### src/rtl/ser_pkg.sv
// ser_pkg: shared constants and helpers for the serializer slice
package ser_pkg;
  localparam int WIDTH_D = 4;
  localparam bit MSB_FIRST_C = 1'b1;
  localparam bit LSB_FIRST_C = 1'b0;
  function automatic int cnt_w(input int w);
    return $clog2(w);
  endfunction
endpackage

### src/rtl/piso_serializer_if.sv
// piso_serializer_if: load handshake plus framed serial output of the serializer
interface piso_serializer_if import ser_pkg::*; #(parameter int WIDTH = WIDTH_D);
  logic [WIDTH-1:0] din;
  logic load_valid;
  logic load_ready;
  logic sout;
  logic sout_valid;
  logic frame_start;
  logic frame_last;
  modport master (output din, load_valid, input load_ready, sout, sout_valid, frame_start, frame_last);
  modport slave (input din, load_valid, output load_ready, sout, sout_valid, frame_start, frame_last);
endinterface

### src/rtl/ser_hold_buf.sv
// ser_hold_buf: one-entry skid register; a read and write in the same cycle keeps it full
module ser_hold_buf import ser_pkg::*; #(parameter int WIDTH = WIDTH_D) (
  input  logic clk,
  input  logic reset,
  input  logic wr_en,
  input  logic [WIDTH-1:0] wr_data,
  input  logic rd_en,
  output logic [WIDTH-1:0] rd_data,
  output logic full
);
  always_ff @(posedge clk or posedge reset)
    if (reset) begin
      rd_data <= '0;
      full <= 1'b0;
    end else begin
      if (wr_en) rd_data <= wr_data;
      full <= wr_en | (full & ~rd_en);
    end
endmodule

### src/rtl/piso_serializer.sv
// piso_serializer: parallel-in serial-out shifter with skid hold and frame strobes
module piso_serializer import ser_pkg::*; #(
  parameter int WIDTH = WIDTH_D,
  parameter bit MSB_FIRST = LSB_FIRST_C
) (
  input logic clk,
  input logic reset,
  piso_serializer_if.slave bus
);
  localparam int CW = cnt_w(WIDTH);
  logic [WIDTH-1:0] shreg, hold;
  logic [CW-1:0] cnt;
  logic busy, hold_full, lp, acc, last;
  assign last = cnt == CW'(WIDTH-1);
  assign lp = !busy || last;
  assign acc = bus.load_valid && !hold_full;
  // mid-frame accepts park in hold; at a load point with hold empty the word bypasses it
  ser_hold_buf #(.WIDTH(WIDTH)) u_hold (
    .clk(clk),
    .reset(reset),
    .wr_en(acc && !lp),
    .wr_data(bus.din),
    .rd_en(lp && hold_full),
    .rd_data(hold),
    .full(hold_full)
  );
  always_ff @(posedge clk or posedge reset)
    if (reset) begin
      shreg <= '0;
      cnt <= '0;
      busy <= 1'b0;
    end else if (lp) begin
      if (hold_full || acc) begin
        shreg <= hold_full ? hold : bus.din;
        cnt <= '0;
        busy <= 1'b1;
      end else busy <= 1'b0;
    end else begin
      cnt <= cnt + 1'b1;
      shreg <= MSB_FIRST ? shreg << 1 : shreg >> 1;
    end
  assign bus.load_ready = !hold_full;
  assign bus.sout = busy && (MSB_FIRST ? shreg[WIDTH-1] : shreg[0]);
  assign bus.sout_valid = busy;
  assign bus.frame_start = busy && cnt == '0;
  assign bus.frame_last = busy && last;
endmodule
### src/flat_wrapper.sv
// flat-port wrapper written by rule: the top's interface ports become plain ports
module piso_serializer_flat import ser_pkg::*;
#(
  parameter int WIDTH = WIDTH_D,
  parameter bit MSB_FIRST = LSB_FIRST_C
)
  (clk, reset, bus_din, bus_load_valid, bus_load_ready, bus_sout, bus_sout_valid, bus_frame_start, bus_frame_last);
  piso_serializer_if #(.WIDTH(WIDTH)) bus_i ();
  input logic clk;
  input logic reset;
  input wire logic [$bits(bus_i.din)-1:0] bus_din;
  input wire logic [$bits(bus_i.load_valid)-1:0] bus_load_valid;
  output wire logic [$bits(bus_i.load_ready)-1:0] bus_load_ready;
  output wire logic [$bits(bus_i.sout)-1:0] bus_sout;
  output wire logic [$bits(bus_i.sout_valid)-1:0] bus_sout_valid;
  output wire logic [$bits(bus_i.frame_start)-1:0] bus_frame_start;
  output wire logic [$bits(bus_i.frame_last)-1:0] bus_frame_last;
  assign bus_i.din = bus_din;
  assign bus_i.load_valid = bus_load_valid;
  assign bus_load_ready = bus_i.load_ready;
  assign bus_sout = bus_i.sout;
  assign bus_sout_valid = bus_i.sout_valid;
  assign bus_frame_start = bus_i.frame_start;
  assign bus_frame_last = bus_i.frame_last;
  piso_serializer #(.WIDTH(WIDTH), .MSB_FIRST(MSB_FIRST)) u_core (.clk(clk), .reset(reset), .bus(bus_i));
endmodule
### config.mk
export PLATFORM = sky130hd
export DESIGN_NAME = piso_serializer_flat
export DESIGN_NICKNAME = d
export VERILOG_FILES = /design/src/rtl/ser_pkg.sv /design/src/rtl/piso_serializer_if.sv /design/src/rtl/ser_hold_buf.sv /design/src/rtl/piso_serializer.sv /design/src/flat_wrapper.sv
export SDC_FILE = /design/constraint.sdc
export NUM_CORES = 1
export LEC_CHECK = 0
export ABC_AREA = 1
export BUFFER_PORTS_ARGS = -buffer_cell sky130_fd_sc_hd__buf_2
export CAP_MARGIN = 20
export CORE_MARGIN = 4
export CORE_UTILIZATION = 30
export DETAILED_ROUTE_END_ITERATION = 16
export PLACE_DENSITY = 0.5
export SETUP_SLACK_MARGIN = 0.1
export SYNTH_ARGS = -nofsm -noshare
export SYNTH_HDL_FRONTEND = slang
export SYNTH_SLANG_ARGS = --single-unit
### constraint.sdc
create_clock -name clk -period 3.1 [get_ports clk]
set_clock_uncertainty 0.2 [all_clocks]
set_input_delay 0 -clock clk [delete_from_list [all_inputs] [get_ports clk]]
set_output_delay 0 -clock clk [all_outputs]
set_load 0.02 [all_outputs]
# Yosys cells after proc, flatten, opt, wreduce, memory -nomap -nowiden

Index checks and enable logic that the tools add are counted.

Output and inout port bits: 5
Input bits: 7
Register bits: 12

Bitwise logic cells: 3
$add $sub $neg: 1
Equal/unequal tests: 2
Muxes and demuxes: 6
Reductions and logical operators: 12

Operators by type and width:

| operator                                                       | number |
|---|---|
| 4-bit two-way mux                                              | 3 |
| 1-bit logical AND                                              | 6 |
| 2-bit two-way mux                                              | 2 |
| 1-bit zero test                                                | 3 |
| 2-bit by 1-bit adder with 2-bit output (second input constant) | 1 |
| 2-bit == test (second input constant)                          | 1 |
| 2-bit zero test                                                | 1 |
| 1-bit logical OR                                               | 2 |
| 2-bit inequality test (second input constant)                  | 1 |
| 1-bit bitwise AND                                              | 1 |
| 1-bit two-way mux                                              | 1 |
| 1-bit NOT                                                      | 1 |
| 1-bit OR                                                       | 1 |

# Longest topological paths before layout

Word-level depth: 6
Gate-level depth with buffers: 6
Mapped depth without buffers: 5

# By module

A second synthesis with hierarchy kept.

Cells, all modules: 82
Area, all modules: 623.1 sq um

By module, submodules not included:

| module          | cells an instance | area an instance (sq um) | times used | seq. area each (sq um) |
|---|---|---|---|---|
| piso_serializer | 60                | 434.2                    | 1          | 175.2 |
| ser_hold_buf    | 22                | 188.9                    | 1          | 125.1 |

# Least setup slack after synthesis

No wires, ideal clock.

Kind: register to register
Start: register u_core.cnt[0]
End: register u_core.u_hold.rd_data[1]
Required time: 2.783 ns
Period minus slack after synthesis: 1.346 ns
Arrival time: 1.029 ns
Setup slack: 1.754 ns
Cell stages (with the launch flop): 7
Path buffers: 1
Cell sequence: dfrtp_1 -> ha_1 -> nor2_4 -> buf_6 -> nand3_4 -> nand2_1 -> nand2_1

Longest elaborated chain between the ends: 4

Ends and longest elaborated chain:

| item                     | RTL line              | text |
|---|---|---|
| start: declaration       | piso_serializer.sv:12 | `logic [CW-1:0] cnt;` |
| start signal: assignment | piso_serializer.sv:39 | `cnt <= cnt + 1'b1;` |
| 2-bit == test            | piso_serializer.sv:14 | `assign last = cnt == CW'(WIDTH-1);` |
| 1-bit logical OR         | piso_serializer.sv:15 | `assign lp = !busy \|\| last;` |
| 1-bit zero test          | piso_serializer.sv:21 | `.wr_en(acc && !lp),` |
| 1-bit logical AND        | piso_serializer.sv:21 |  |
| end signal: assignment   | ser_hold_buf.sv:16    | `if (wr_en) rd_data <= wr_data;` |
| end: declaration         | ser_hold_buf.sv:8     | `output logic [WIDTH-1:0] rd_data,` |

No other way between the ends.
A chain may end at the register's enable or synchronous reset.

# Worst setup path in the final report

Start: register u_core.cnt[0]
End: register u_core.u_hold.rd_data[2]

Same word-level chain as after synthesis.

==> results list <==
- In this run, CTS created clock tree buffers numbering 3.
- The number of hold buffers added after CTS was 14.
* Synth cell types: 13
- The max-slew violation count came to 0.
* Via count of the first global-routing pass: 558
- On the critical path the largest part of the delay comes from buffers and inverters.
- Routability congestion estimate from global placement: 0.739
- The worst setup path is launched from a register.
- Setup repair after global routing left no endpoint under its margin.
* Critical path buffers and inverters: 2
- Cell repeated most along the worst path: sky130_fd_sc_hd__dlygate4sd3_1
* Total of flip-flops plus latches after synthesis: 12
- Worst EP arrival: 2.53 ns
* Largest net degree at the start of global routing: 13
- Clock insertion delay at the later pin of the skew report: 0.27 ns
* Critical Path Max Stage Delay: 0.58 ns
- Counting I/O delays and the setup requirement, the final critical path takes 2.53 ns.
- Measured against its own limit, the worst slew margin works out to 70.0%.
* Ranking of synthesized cells by instance count: sky130_fd_sc_hd__nand2_1, sky130_fd_sc_hd__dfrtp_1, sky130_fd_sc_hd__inv_1, sky130_fd_sc_hd__nand3_1, sky130_fd_sc_hd__nand4_1
* Port buffer count: 11
- After synthesis, the share of flip-flops with an asynchronous set or reset is 100%.
- After the last flow step, the layout net total stands at 115.
* Synth top area cells: sky130_fd_sc_hd__dfrtp_1, sky130_fd_sc_hd__nand2_1, sky130_fd_sc_hd__nand3_1, sky130_fd_sc_hd__inv_1, sky130_fd_sc_hd__ha_1
* Sw Ratio: 41.1%
* R2r startpoint: u_core.cnt[0]
* Avg Vias per Cell: 4.26
- The area growth from synthesis to layout is 40.8%.
* Worst Setup Path Type: reg -> reg
- Share of the clock period used by the worst path: 81.5%
- Final antenna diode count: 0
* Yosys warns: 0
- The core region is 1960 µm².
- Total setup buffers inserted after CTS: 0
- For the pin with the worst max-slew slack, the measured transition is 0.450 ns.
- The signal on the critical path passes through ha_1 > nor2_4 > nand4_1 > dlygate4sd3_1 > nand2_1 > dlygate4sd3_1.
* Number of levels the H-tree was split into: 1
* Total I/O pin count: 12
- Number of antenna violations at the first check in global routing: 0
- Maximum operating frequency: 396 MHz
- Die height: 53.5 µm
- Final hold violation count: 0
* Most common cell in the netlist: sky130_fd_sc_hd__nand2_1
* DRC violation count after routing: 0
* Routed WL per cell: 9.83 µm
- R2R setup slack: 0.57 ns
- Remaining global-route overflow: 0
* Power per standard cell area: 870 nW/µm²
- Syn Std Cell Area: 622 µm²
- Post-cts gate resize count: 0
- 1st-pass router iterations: 3
- Total nets after synthesis: 86
- The worst register-to-register path has a depth of 6.
- Of the cells placed in the final design, the portion with a size suffix greater than 1 is 20.0%.
- Root Buffer: sky130_fd_sc_hd__clkbuf_4
- Largest voltage drop on the vdd net: 0.000499 V
- The synthesized design contains 0 enable-type register cells.
- Clock net sink count: 12
- Combinational cells account for 48.6% of the total power.
* Total routing usage reported by global routing: 12.0%
* Static leakage power: 0.470 nW
* Crit Path Max Fanout: 11
- For this run, the leading register cell type out of synthesis is sky130_fd_sc_hd__dfrtp_1.
* Layout filler cell count: 223
* CP max-delay cell: sky130_fd_sc_hd__dlygate4sd3_1
- Sequential share of power: 35.1%
- Design internal power: 0.449 mW
- In this run the critical register-to-register path is captured at u_core.u_hold.rd_data[2].
- TritonCTS built the clock tree.
* Number of failing setup endpoints in the final timing report: 0
- The analysis attributes to net switching a power of 0.313 mW.
- Max-cap violations in this run came to 0.
- Count of nets left with antenna violations after detail routing: 0
* First-pass GRT wire length: 2.43 mm
- Hold/Removal Path Class: in -> async
- Filler-free cell count of the finished design: 132
- Area share of the largest cell type after synthesis: 48.3%
- Number of core rows: 16
- The final layout contains routed wiring with a total length of 1.30 mm.
- Number of buffers between clock root and the deepest sink: 2
* Part of the Yosys area used for sequential elements: 48.3%
* Run status: finished clean
- Total number of vias: 562
- Syn Area/Cell: 8.08 µm²
- The die covers 2870 µm².
- First-iteration detailed-routing DRC count: 11
- Placed wire-length estimate after detailed placement: 903 µm
- Die span in x: 53.5 µm
- Synth area leader: sky130_fd_sc_hd__dfrtp_1
- Relative contribution of the clock network to total power: 16.3%
* Worst slack on hold paths: 0.0606 ns
* Cell count after synthesis: 77
- After detailed placement, the design holds a cell count of 114.
- The worst setup path is captured at a register.
- Post-CTS clock slew at the launch and capture registers of the worst setup and hold paths: 0.08 ns
* Initial standard-cell utilization of the core: 31.7%
- Total Neg Setup Slack: 0 ns
* Worst endpoint required time: 3.11 ns
==> power groups by stage <==
stage | Clock, mW | Combinational, mW | Sequential, mW
2_1_floorplan | 0 | 0.255 | 0.261
5_1_grt | 0.140 | 0.428 | 0.278
6_report | 0.124 | 0.370 | 0.267
3_3_place_gp | 0 | 0.309 | 0.272
3_5_place_dp | 0 | 0.312 | 0.270
4_1_cts | 0.129 | 0.372 | 0.267
==> logic make-up (layout without fill, tap and decap cells) <==
group                      after synthesis  count (layout)  share of synthesized area (%)
buffers and inverters                   10              38                           7.24
AOI/OAI and AO/OA                        2               2                           1.61
adders and majority gates                2               2                           4.02
DFF                                     12              12                           48.3
and+or+nand+nor                         51              51                           38.8
==> cells in the final DEF (no fill, tap or decap), drive strengths merged, types with 4 or more instances in the layout <==
cell type    count
nand2           35
dfrtp           12
buf             11
nand4            4
inv              9
clkbuf           4
dlygate4sd3     14
nor2             4
nand3            8
==> worst max path at each step <==
stage          slack [ns]                        to  cells past startpoint     startpoint
6_report             0.57  u_core.u_hold.rd_data[2]                      6  u_core.cnt[0]
5_1_grt              0.44  u_core.u_hold.rd_data[3]                      6  u_core.cnt[0]
4_1_cts              0.59  u_core.u_hold.rd_data[2]                      6  u_core.cnt[0]
3_5_place_dp         1.62  u_core.u_hold.rd_data[3]                      5  u_core.cnt[0]
3_3_place_gp         1.65  u_core.u_hold.rd_data[3]                      5  u_core.cnt[1]
2_1_floorplan        1.75  u_core.u_hold.rd_data[1]                      6  u_core.cnt[0]
==> metal layers <==
| metal | part of all wire, % | wire length, µm | global-route usage [%] | vias to the layer above |
|---|---|---|---|---|
| met5 | 0 | 0 | 0 | - |
| met4 | 1.1 | 14 | 3.83 | 0 |
| met3 | 5.5 | 71 | 4.99 | 2 |
| met2 | 47 | 604 | 19.8 | 11 |
| met1 | 47 | 606 | 14.2 | 249 |
| li1 | - | - | - | 300 |
==> cell type report <==
cell class | instances | area (µm²) | share of cell area, %
inverter | 9 | 33.8 | 3.86
tap | 27 | 33.8 | 3.86
clock buffer | 4 | 36.3 | 4.14
sequential | 12 | 300 | 34.3
timing repair buffer | 25 | 195 | 22.3
multi-input combinational | 55 | 277 | 31.6
==> metrics by stage <==
| stage | area [µm²] | power [mW] | setup slack [ns] | utilization, % |
|---|---|---|---|---|
| floorplan | 622 | 0.515 | 1.75 | - |
| global route | 876 | 0.846 | 0.443 | 44.6 |
| detailed placement | 699 | 0.583 | 1.62 | 35.7 |
| global placement | 699 | 0.582 | 1.65 | 35.7 |
| CTS | 876 | 0.768 | 0.592 | 44.6 |
| finish | 876 | 0.762 | 0.572 | 44.6 |
==> worst reg2reg max path, cell delays in order, from the launching register on <==
cell	delay (ns)
sky130_fd_sc_hd__dfrtp_1	0.38
sky130_fd_sc_hd__ha_1	0.25
sky130_fd_sc_hd__nor2_4	0.30
sky130_fd_sc_hd__nand4_1	0.14
sky130_fd_sc_hd__dlygate4sd3_1	0.58
sky130_fd_sc_hd__nand2_1	0.07
sky130_fd_sc_hd__dlygate4sd3_1	0.54
==> sequential cells by signal, indices dropped and copies added, names as in the netlist <==
register               count
u_core.bus.sout_valid      1
u_core.u_hold.full         1
u_core.cnt                 2
u_core.u_hold.rd_data      4
u_core.shreg               4
Power figures use the tool's default switching activity.
